==> src/rtl/mig_app_model_pkg.sv <==
// Shared MIG app-interface definitions.
// Imported by the responder model and by the DDR control FSM.
package mig_app_model_pkg;

  localparam logic [2:0] APP_CMD_WRITE = 3'b000;
  localparam logic [2:0] APP_CMD_READ  = 3'b001;

  typedef logic [127:0] app_data_t;

endpackage

==> src/rtl/mig_app_model_wdf_fifo.sv <==
// Write-data FIFO for the MIG app model.
// Head word is visible combinationally while not empty.
module mig_wdf_fifo
  import mig_app_model_pkg::*;
#(
  parameter int DEPTH = 4
) (
  input  logic      clk,
  input  logic      rst,
  input  logic      push,
  input  logic      pop,
  input  app_data_t din,
  output app_data_t dout,
  output logic      full,
  output logic      empty
);

  localparam int AW = $clog2(DEPTH);

  app_data_t   mem [DEPTH];
  logic [AW:0] wptr;
  logic [AW:0] rptr;
  logic        do_push;
  logic        do_pop;

  assign do_push = push & ~full;
  assign do_pop  = pop & ~empty;

  assign empty = (wptr == rptr);
  assign full  = (wptr[AW] != rptr[AW]) &&
                 (wptr[AW-1:0] == rptr[AW-1:0]);
  assign dout  = mem[rptr[AW-1:0]];

  always_ff @(posedge clk or posedge rst) begin
    if (rst) begin
      wptr <= '0;
      rptr <= '0;
    end else begin
      if (do_push) wptr <= wptr + 1'b1;
      if (do_pop)  rptr <= rptr + 1'b1;
    end
  end

  always_ff @(posedge clk) begin
    if (do_push) mem[wptr[AW-1:0]] <= din;
  end

endmodule

==> config.mk <==
export PLATFORM = sky130hd
export DESIGN_NAME = mig_wdf_fifo
export DESIGN_NICKNAME = d
export VERILOG_FILES = /design/src/rtl/mig_app_model_pkg.sv /design/src/rtl/mig_app_model_wdf_fifo.sv
export SDC_FILE = /design/constraint.sdc
export NUM_CORES = 1
export LEC_CHECK = 0
export ABC_CLOCK_PERIOD_IN_PS = 15240
export CAP_MARGIN = 25
export CORE_ASPECT_RATIO = 1.25
export CORE_MARGIN = 2
export CORE_UTILIZATION = 55
export CTS_CLUSTER_DIAMETER = 120
export DETAILED_ROUTE_END_ITERATION = 7
export PLACE_DENSITY = 0.8
export SETUP_SLACK_MARGIN = 0.5
export SYNTH_ARGS = -nofsm -noshare
export SYNTH_HDL_FRONTEND = slang
export SYNTH_SLANG_ARGS = --single-unit
==> constraint.sdc <==
create_clock -name clk -period 15.24 [get_ports clk]
set_input_delay 1.524 -clock clk [delete_from_list [all_inputs] [get_ports clk]]
set_output_delay 1.524 -clock clk [all_outputs]
set_load 0.01 [all_outputs]
==> results.json, run 1 <==
{
  "synth-simple-area-share_pct": 0.317,
  "tightest_slew_ps": 912,
  "pwr-share-comb_pct": 31.3,
  "grt_max_degree": 59,
  "synth_area_leaders": "edfxtp_1 81%, mux4_2 15%, dfrtp_1 0.79%",
  "portBuffers": 261,
  "skew_ps": 15.6,
  "grt_antenna_before_repair": 4,
  "regToRegSetupSlack_ps": 11260,
  "ir_drop_mv": 0.125,
  "maxCapViolations": 0,
  "maxSlewViolCount": 0,
  "ctsRootBufferMaster": "clkbuf_16",
  "cp_max_fo": 52,
  "grt_pass1_wl_mm": 52.6,
  "start_util_pct": 55.4,
  "cts_setup_buffers": 0,
  "timing.fmax_ghz": 0.192,
  "power_density_mw_per_mm2": 195,
  "tns_ps": 0,
  "ys_seq_elements": 518,
  "final_util_pct": 68.8,
  "seqPwrFrac_pct": 43.6,
  "hpwl_mm": 20.9,
  "p_clk_share_pct": 25.1,
  "synthMuxAreaShare_pct": 15.2,
  "p_switching_w": 0.00125,
  "syn_nets": 856,
  "core_mm2": 0.0342,
  "synth_top_family_by_area": "multiplexers",
  "synth_xor_area_share_pct": 0.455,
  "yosys.cell_types.count": 26,
  "synth.yosys.warnings": 0,
  "synth_compound_area_share_pct": 0.482,
  "hold_depth": 1,
  "fill_cells": 2039,
  "final_common_cell": "edfxtp_1",
  "ctsHoldBuffers": 0,
  "min_period_over_period_pct": 34.2,
  "end_kind": "output pin",
  "nNetsFinal": 1150,
  "relSlewSlack_pct": 39.2,
  "critPathLaunchType": "flip-flop",
  "sw_frac_of_total_pct": 27.3,
  "track_usage_pct": 19.7,
  "crit_arrival_ps": 3690,
  "via_count": 8433,
  "route.detailed.wl_per_inst_um": 23.7,
  "place.gp.congestion": 0.746,
  "ant_nets": 0,
  "crit_required_ps": 13720,
  "synth.avg_cell_area_um2": 26.4,
  "synth_seq_area_share_pct": 81.9,
  "pin_count": 262,
  "status": "finished clean",
  "p_int_w": 0.00333,
  "cts_htree_levels": 2,
  "post_cts_resized": 0,
  "clk_latency_ps": 550,
  "path_clk_slew_ps": 60,
  "synth_area_leader_cell": "edfxtp_1",
  "die-area_mm2": 0.0360,
  "layout_common_cells": "512 x edfxtp_1, 261 x clkdlybuf4s50_1, 128 x mux4_2, 49 x clkbuf_16, 13 x buf_4",
  "dp_cells": 1393,
  "leakage_nw": 7.51,
  "fin_crit_ps": 5210,
  "cts_tree": "done",
  "setup_viol": 0,
  "cts_sinks": 518,
  "rsz0062_at_grt": "no",
  "worstSetupStartpoint": "rptr[1]",
  "synthAdderAreaFrac_pct": 0.330,
  "rows": 76,
  "instances_no_fill": 1477,
  "synth_cells": 719,
  "first_global_vias": 9149,
  "syn2layout_area_growth_pct": 24.2,
  "netlist_area_mm2": 0.0190,
  "via_per_inst": 5.71,
  "path_class": "flip-flop to output pin",
  "fp.dieW_um": 170,
  "die_h_um": 212,
  "r2r-start": "rptr[0]",
  "wirelength_mm": 35.0,
  "drt_iter0_drc": 588,
  "totalPowerFinal_w": 0.00458,
  "grt-ovfl-total": 0,
  "synth_top_area_share_pct": 81.1,
  "worstHoldPathType": "flip-flop to flip-flop",
  "hold_viol_final": 0,
  "numCtsBuffers": 47,
  "clk_path_buf_depth": 3,
  "drc": 0,
  "r2r_cells": 5,
  "drtPass1Iterations": 4,
  "r2r-end": "mem[0][43]",
  "hold_path.startpoint": "wptr[2]",
  "drive_gt1_share_pct": 20.4,
  "hold_end": "wptr[2]"
}
-- logic make-up (layout without fill, tap and decap cells) --
group | after synthesis | in the layout
xor+xnor | 9 | 9
other cells | 0 | 2
mux | 128 | 128
compound gates | 13 | 13
fa+ha+maj | 5 | 5
simple gates | 11 | 11
flops | 518 | 518
buf+inv | 35 | 362
-- worst max-delay path, cell delays in order, from the launching register on --
cell and delay (ps):
dfrtp_4 760, buf_4 660, buf_4 720, mux4_2 410, clkdlybuf4s50_1 540
-- routing by layer --
| layer | GRT usage [%] | part of all wire (%) | vias to the layer above |
|---|---|---|---|
| met2 | 33.6 | 53 | 248 |
| met4 | 6.10 | 2.4 | 4 |
| met3 | 6.09 | 7.4 | 62 |
| met1 | 24.5 | 37 | 4416 |
| li1 | - | - | 3703 |
| met5 | 0 | 0.074 | - |
-- state kept, by name (all words and copies together) (netlist names) --
| register | cells |
|---|---|
| mem | 512 |
| rptr | 3 |
| wptr | 3 |
-- power by group through the flow --
stage	logic, W	clock network, W	registers, W
5_1_grt	0.00153	0.00123	0.00203
3_5_place_dp	0.00146	0	0.00203
2_1_floorplan	0.000847	0	0.00201
4_1_cts	0.00147	0.00118	0.00201
6_report	0.00143	0.00115	0.00200
3_3_place_gp	0.00145	0	0.00202
-- metrics by stage --
step	instance area (um2)	hold WS [ps]	setup slack, ps
3_3_place_gp	22000	532	10470
3_5_place_dp	22000	552	10470
2_1_floorplan	19000	515	9270
4_1_cts	23500	563	9900
5_1_grt	23500	588	9840
6_report	23500	559	10030
-- area by class of cell --
cell class	instances	area [um2]	share of cell area (%)
sequential	518	15500	66.0
multi-input combinational	166	3210	13.6
timing repair buffer	275	2740	11.6
clock buffer	58	1260	5.35
tap	429	537	2.28
clock inverter	24	251	1.07
inverter	5	18.8	0.0797
antenna	2	5.00	0.0213
-- cells in the mapped netlist, drive strengths merged --
| cell type | count |
|---|---|
| nand2 | 1 |
| clkbuf | 3 |
| mux4 | 128 |
| xor2 | 4 |
| and2 | 1 |
| nand2b | 2 |
| o31ai | 4 |
| a31oi | 2 |
| a21o | 1 |
| nor2 | 1 |
| a21oi | 4 |
| dfrtp | 6 |
| edfxtp | 512 |
| nand3 | 2 |
| buf | 27 |
| and3 | 3 |
| ha | 5 |
| inv | 5 |
| a211oi | 2 |
| xnor2 | 5 |
| nor3 | 1 |
-- how the worst max path moves through the flow --
stage           endpoint  cells past startpoint
6_report       dout[104]                      4
5_1_grt         dout[97]                      4
4_1_cts         dout[99]                      4
3_5_place_dp    dout[50]                      4
3_3_place_gp    dout[50]                      4
2_1_floorplan  mem[3][0]                      2
Power figures use the tool's default switching activity.
==> run 2, diff against run 1 <==
Settings changed: ABC_CLOCK_PERIOD_IN_PS 15240 to 5300, CORE_UTILIZATION 55 to 54, PLACE_DENSITY 0.8 to 0.79.
Clock period 15.24 ns to 5.3 ns, I/O delays scaled along.
==> run 2 against run 1 <==
Against the previous run:
- first-iteration DRC count grew 6.5%
- design area grew 0.94%
- hold slack lost 360 ps
- non-clock buffer count shrank 2
- critical path type unchanged
==> results.json, run 2 (synthesized netlist as in run 1, its figures left out) <==
{
  "status": "finished clean",
  "cp_cell_sequence": "buf_12 > mux4_2 > clkdlybuf4s50_1",
  "pin_count": 262,
  "totalPowerFinal_w": 0.0135,
  "cts_htree_levels": 2,
  "hpwl_mm": 20.7,
  "drtPass1Iterations": 7,
  "tightest_slew_ps": 734,
  "route.detailed.wl_per_inst_um": 23.1,
  "grt_max_degree": 97,
  "cts_sinks": 518,
  "post_cts_resized": 0,
  "ctsHoldBuffers": 0,
  "path_clk_slew_ps": 60,
  "cts_setup_buffers": 0,
  "min_period_over_period_pct": 68.7,
  "layout_common_cells": "512 x edfxtp_1, 261 x clkdlybuf4s50_1, 128 x mux4_2, 51 x clkbuf_16",
  "final_common_cell": "edfxtp_1",
  "maxCapViolations": 0,
  "crit_required_ps": 4770,
  "die-area_mm2": 0.0366,
  "path_buf_inv": 2,
  "largest_reg_flops": 512,
  "ir_drop_mv": 0.443,
  "maxSlewViolCount": 0,
  "regArea_mm2": 0.0155,
  "grt_antenna_before_repair": 2,
  "r2r_cells": 4,
  "cp_num_cells": 3,
  "drive_gt1_share_pct": 20.8,
  "critPathLaunchType": "flip-flop",
  "ctsRootBufferMaster": "clkbuf_16",
  "nNetsFinal": 1150,
  "rows": 76,
  "place.gp.congestion": 0.714,
  "clk_path_buf_depth": 3,
  "fill_cells": 2051,
  "skew_ps": 17.9,
  "die_h_um": 214,
  "core_mm2": 0.0345,
  "cpPeakStageDelay_ps": 760,
  "cts_tree": "done",
  "path_class": "flip-flop to output pin",
  "path_delay_family": "buffers and inverters",
  "power_density_mw_per_mm2": 566,
  "r2r-start": "rptr[1]",
  "cp_slowest_cell": "dfrtp_4",
  "ant_nets": 0,
  "worstHoldPathType": "input pin to asynchronous set/reset pin",
  "drt_iter0_drc": 626,
  "end_kind": "output pin",
  "relSlewSlack_pct": 51.0,
  "numCtsBuffers": 49,
  "crit_arrival_ps": 3110,
  "fp.dieW_um": 172,
  "worstSetupStartpoint": "rptr[0]",
  "via_count": 8393,
  "first_global_vias": 8952,
  "cp_max_fo": 77,
  "track_usage_pct": 19.2,
  "hold_viol_final": 0,
  "timing.fmax_ghz": 0.275,
  "grt-ovfl-total": 0,
  "start_util_pct": 54.9,
  "portBuffers": 261,
  "clk_latency_ps": 560,
  "rsz0062_at_grt": "no",
  "tns_ps": 0,
  "leakage_nw": 7.58,
  "fin_crit_ps": 3640,
  "multi_input_area_mm2": 0.00321,
  "wirelength_mm": 35.2,
  "syn2layout_area_growth_pct": 25.4,
  "via_per_inst": 5.52,
  "drc": 0,
  "grt_pass1_wl_mm": 51.9,
  "setup_viol": 0
}
## run 2: cell count changes in the layout (fill, tap and decap cells not counted)
| cell | previous run | this run |
|---|---|---|
| buf_12 | 0 | 5 |
| clkbuf_16 | 49 | 51 |
| clkbuf_1 | 9 | 8 |
| clkinv_4 | 1 | 0 |
| bufinv_16 | 5 | 8 |
| inv_8 | 1 | 0 |
| buf_16 | 1 | 0 |
| buf_4 | 13 | 7 |
| inv_6 | 0 | 1 |
| clkinv_2 | 5 | 9 |
## run 2: worst register-to-register path: stages, from the launching register on
cell,delay (ps)
dfrtp_4,840
xnor2_1,330
nand3_1,250
and3_4,690
buf_12,450
## run 2: through the flow
step / cell area, um2 / instances / setup WS, ps / util (%) / hold WS [ps]
5_1_grt: 23800 / 1519 / 1440 / 68.8 / 210
3_5_place_dp: 22100 / 1430 / 2170 / 64.0 / 538
4_1_cts: 23800 / 1519 / 1570 / 68.8 / 176
2_1_floorplan: 19000 / 719 / 918 / - / 321
6_report: 23800 / 1521 / 1660 / 68.9 / 197
3_3_place_gp: 22100 / 1430 / 2150 / 64.0 / 529
## run 2: per-layer routing
| layer | global-route usage (%) | wire length, um |
|---|---|---|
| met1 | 24.7 | 13900 |
| met3 | 6.15 | 2710 |
| met2 | 31.2 | 17600 |
| met5 | 0 | 12 |
| met4 | 6.46 | 939 |
## run 2: power by group
group / switching (W) / total [W] / internal (W)
Clock: 0.00141 / 0.00355 / 0.00214
Sequential: 0.000292 / 0.00574 / 0.00545
Combinational: 0.00194 / 0.00416 / 0.00222
Total: 0.00364 / 0.0135 / 0.00981
## run 2: final timing paths
path                       slack [ps]          to
max                              1660    dout[55]
min in group clk                  550     wptr[2]
max in group asynchronous        4850     rptr[0]
max reg2reg                      2240  mem[2][85]
min                               200     rptr[2]
min reg2reg                       550     wptr[2]
## run 2: area by class of cell
cell class                 instances  share of cell area [%]
inverter                           5                  0.0790
multi-input combinational        166                    13.5
antenna                            2                  0.0211
clock buffer                      59                    5.50
tap                              468                    2.46
timing repair buffer             273                    11.6
clock inverter                    30                    1.47
sequential                       518                    65.3
==> run 3, diff against run 2 <==
Settings changed: ABC_CLOCK_PERIOD_IN_PS 5300 to 3000, CORE_UTILIZATION 54 to 49, PLACE_DENSITY 0.79 to 0.75.
Clock period 5.3 ns to 3 ns, I/O delays scaled along.
==> run 3 against run 2 <==
Against the previous run:
- cell count increased by 6.0%
- non-clock buffer count up 67
- combinational power rose by 120%
- hold slack better by 180 ps
- clock skew decreased by 1.0 ps
- sequential power is 74% higher
- total power up 87%
- largest cell class unchanged
- flip-flop and latch count unchanged
- design area up 3.8%
- die area is 10% higher
- critical path depth is 4 higher
==> results.json, run 3 (synthesized netlist as in run 1, its figures left out) <==
{
  "track_usage_pct": 19.0,
  "skew_ps": 16.9,
  "cts_tree": "done",
  "grt_antenna_before_repair": 6,
  "first_global_vias": 9226,
  "drive_gt1_share_pct": 34.4,
  "rows": 80,
  "cts_htree_levels": 2,
  "path_buf_inv": 6,
  "place.gp.congestion": 0.699,
  "fp.dieW_um": 180,
  "setup_viol": 0,
  "status": "finished clean",
  "ir_drop_mv": 0.608,
  "drc": 0,
  "relSlewSlack_pct": 46.0,
  "cts_sinks": 518,
  "via_per_inst": 5.46,
  "grt_max_degree": 77,
  "drtPass1Iterations": 5,
  "core_mm2": 0.0381,
  "layout_common_cells": "512 x edfxtp_1, 131 x clkdlybuf4s50_1, 128 x mux4_2, 57 x clkbuf_16, 57 x clkbuf_2",
  "instances_no_fill": 1613,
  "fin_crit_ps": 2610,
  "dp_cells": 1458,
  "final_common_cell": "edfxtp_1",
  "maxSlewViolCount": 0,
  "leakage_nw": 8.28,
  "hpwl_mm": 21.2,
  "drt_iter0_drc": 493,
  "wirelength_mm": 39.4,
  "path_delay_family": "buffers and inverters",
  "nNetsFinal": 1217,
  "pin_count": 262,
  "met3_usage_pct": 4.80,
  "path_class": "flip-flop to output pin",
  "die_h_um": 224,
  "end_kind": "output pin",
  "ant_nets": 0,
  "critPathLaunchType": "flip-flop",
  "timing.fmax_ghz": 0.383,
  "cpMostUsedCell": "buf_12",
  "numCtsBuffers": 49,
  "met2_usage_pct": 33.0,
  "cp_max_fo": 6,
  "min_period_over_period_pct": 87.1,
  "die-area_mm2": 0.0403,
  "syn2layout_area_growth_pct": 30.1,
  "clk_latency_ps": 560,
  "cp_slowest_cell": "dfrtp_4",
  "cpPeakStageDelay_ps": 510,
  "clk_path_buf_depth": 3,
  "crit_arrival_ps": 2310,
  "power_density_mw_per_mm2": 1020,
  "hold_viol_final": 0,
  "start_util_pct": 49.7,
  "cp_cell_sequence": "buf_12 > buf_12 > buf_12 > buf_16 > buf_12 > mux4_2 > buf_2",
  "busiest_layer": "met2",
  "via_count": 8812,
  "route.detailed.wl_per_inst_um": 24.4,
  "met1_usage_pct": 23.2,
  "worstHoldPathType": "input pin to flip-flop",
  "maxCapViolations": 0,
  "largest_reg_flops": 512,
  "rsz0062_at_grt": "yes",
  "grt_pass1_wl_mm": 56.9,
  "tightest_slew_ps": 808,
  "grt-ovfl-total": 0,
  "holdWs_ps": 375,
  "ctsRootBufferMaster": "clkbuf_16",
  "portBuffers": 261,
  "crit_required_ps": 2700,
  "path_clk_slew_ps": 60
}
## run 3: cell count changes in the layout (fill, tap and decap cells not counted), moves of 3 or more
cell,before,now
buf_12,5,22
buf_16,0,14
buf_2,0,10
buf_4,7,28
buf_6,0,37
clkbuf_1,8,12
clkbuf_16,51,57
clkbuf_2,0,57
clkdlybuf4s15_1,0,7
clkdlybuf4s50_1,261,131
clkinvlp_4,3,0
dlygate4sd2_1,0,24
## run 3: metal layers
layer  part of all wire [%]  up-vias
met1                     37     4609
met2                     54      271
met3                    6.0       74
met4                    3.0        8
li1                       -     3850
met5                   0.12        -
## run 3: report_power, final
group | switching (W) | leakage [nW] | total, W | internal (W)
clock | 0.00248 | 0.795 | 0.00618 | 0.00370
sequential | 0.000382 | 4.76 | 0.0100 | 0.00963
combinational | 0.00423 | 2.73 | 0.00896 | 0.00473
## run 3: what timing repair did
| item | 4_1_cts | 5_1_grt |
|---|---|---|
| setup buffers | 24 | 21 |
| gates resized for setup | 282 | 184 |
| hold buffers | 1 | 0 |
| pin swaps | 2 | 2 |
| setup endpoints to repair | 130 | 128 |
| hold endpoints to repair | 6 | 0 |
| cloned | 11 | 6 |
## run 3: worst paths after layout
path / start / endpoint / slack, ps / cells after the start
setup / recovery: rptr[0] / dout[40] / 390 / 7
hold / removal: din[105] / mem[3][105] / 370 / 1
setup reg to reg: rptr[0] / mem[1][71] / 480 / 9
hold reg to reg: wptr[2] / wptr[2] / 560 / 1
max in group asynchronous: rst / rptr[0] / 2190 / 3
min in group asynchronous: rst / rptr[1] / 570 / 3
## run 3: stage by stage
step / power (W) / setup TNS [ps] / utilization, % / instance area [um2] / worst slack [ps]
after global routing: 0.0262 / 0 / 64.7 / 24700 / 322
after global placement: 0.0179 / 0 / 58.5 / 22300 / 586
after detailed placement: 0.0180 / 0 / 58.5 / 22300 / 571
final: 0.0251 / 0 / 64.7 / 24700 / 387
after floorplan: 0.0144 / -50110 / - / 19000 / -389
after CTS: 0.0246 / 0 / 63.7 / 24300 / 313
## run 3: layout make-up
type / count / area, um2
diodes: 2 / 5.00
clock inverters: 27 / 300
multi-input cells: 166 / 3270
well taps: 492 / 616
repair buffers: 340 / 3600
fillers: 2439 / 13500
flip-flops and latches: 518 / 15500
clock buffers: 63 / 1320
inverters: 5 / 18.8
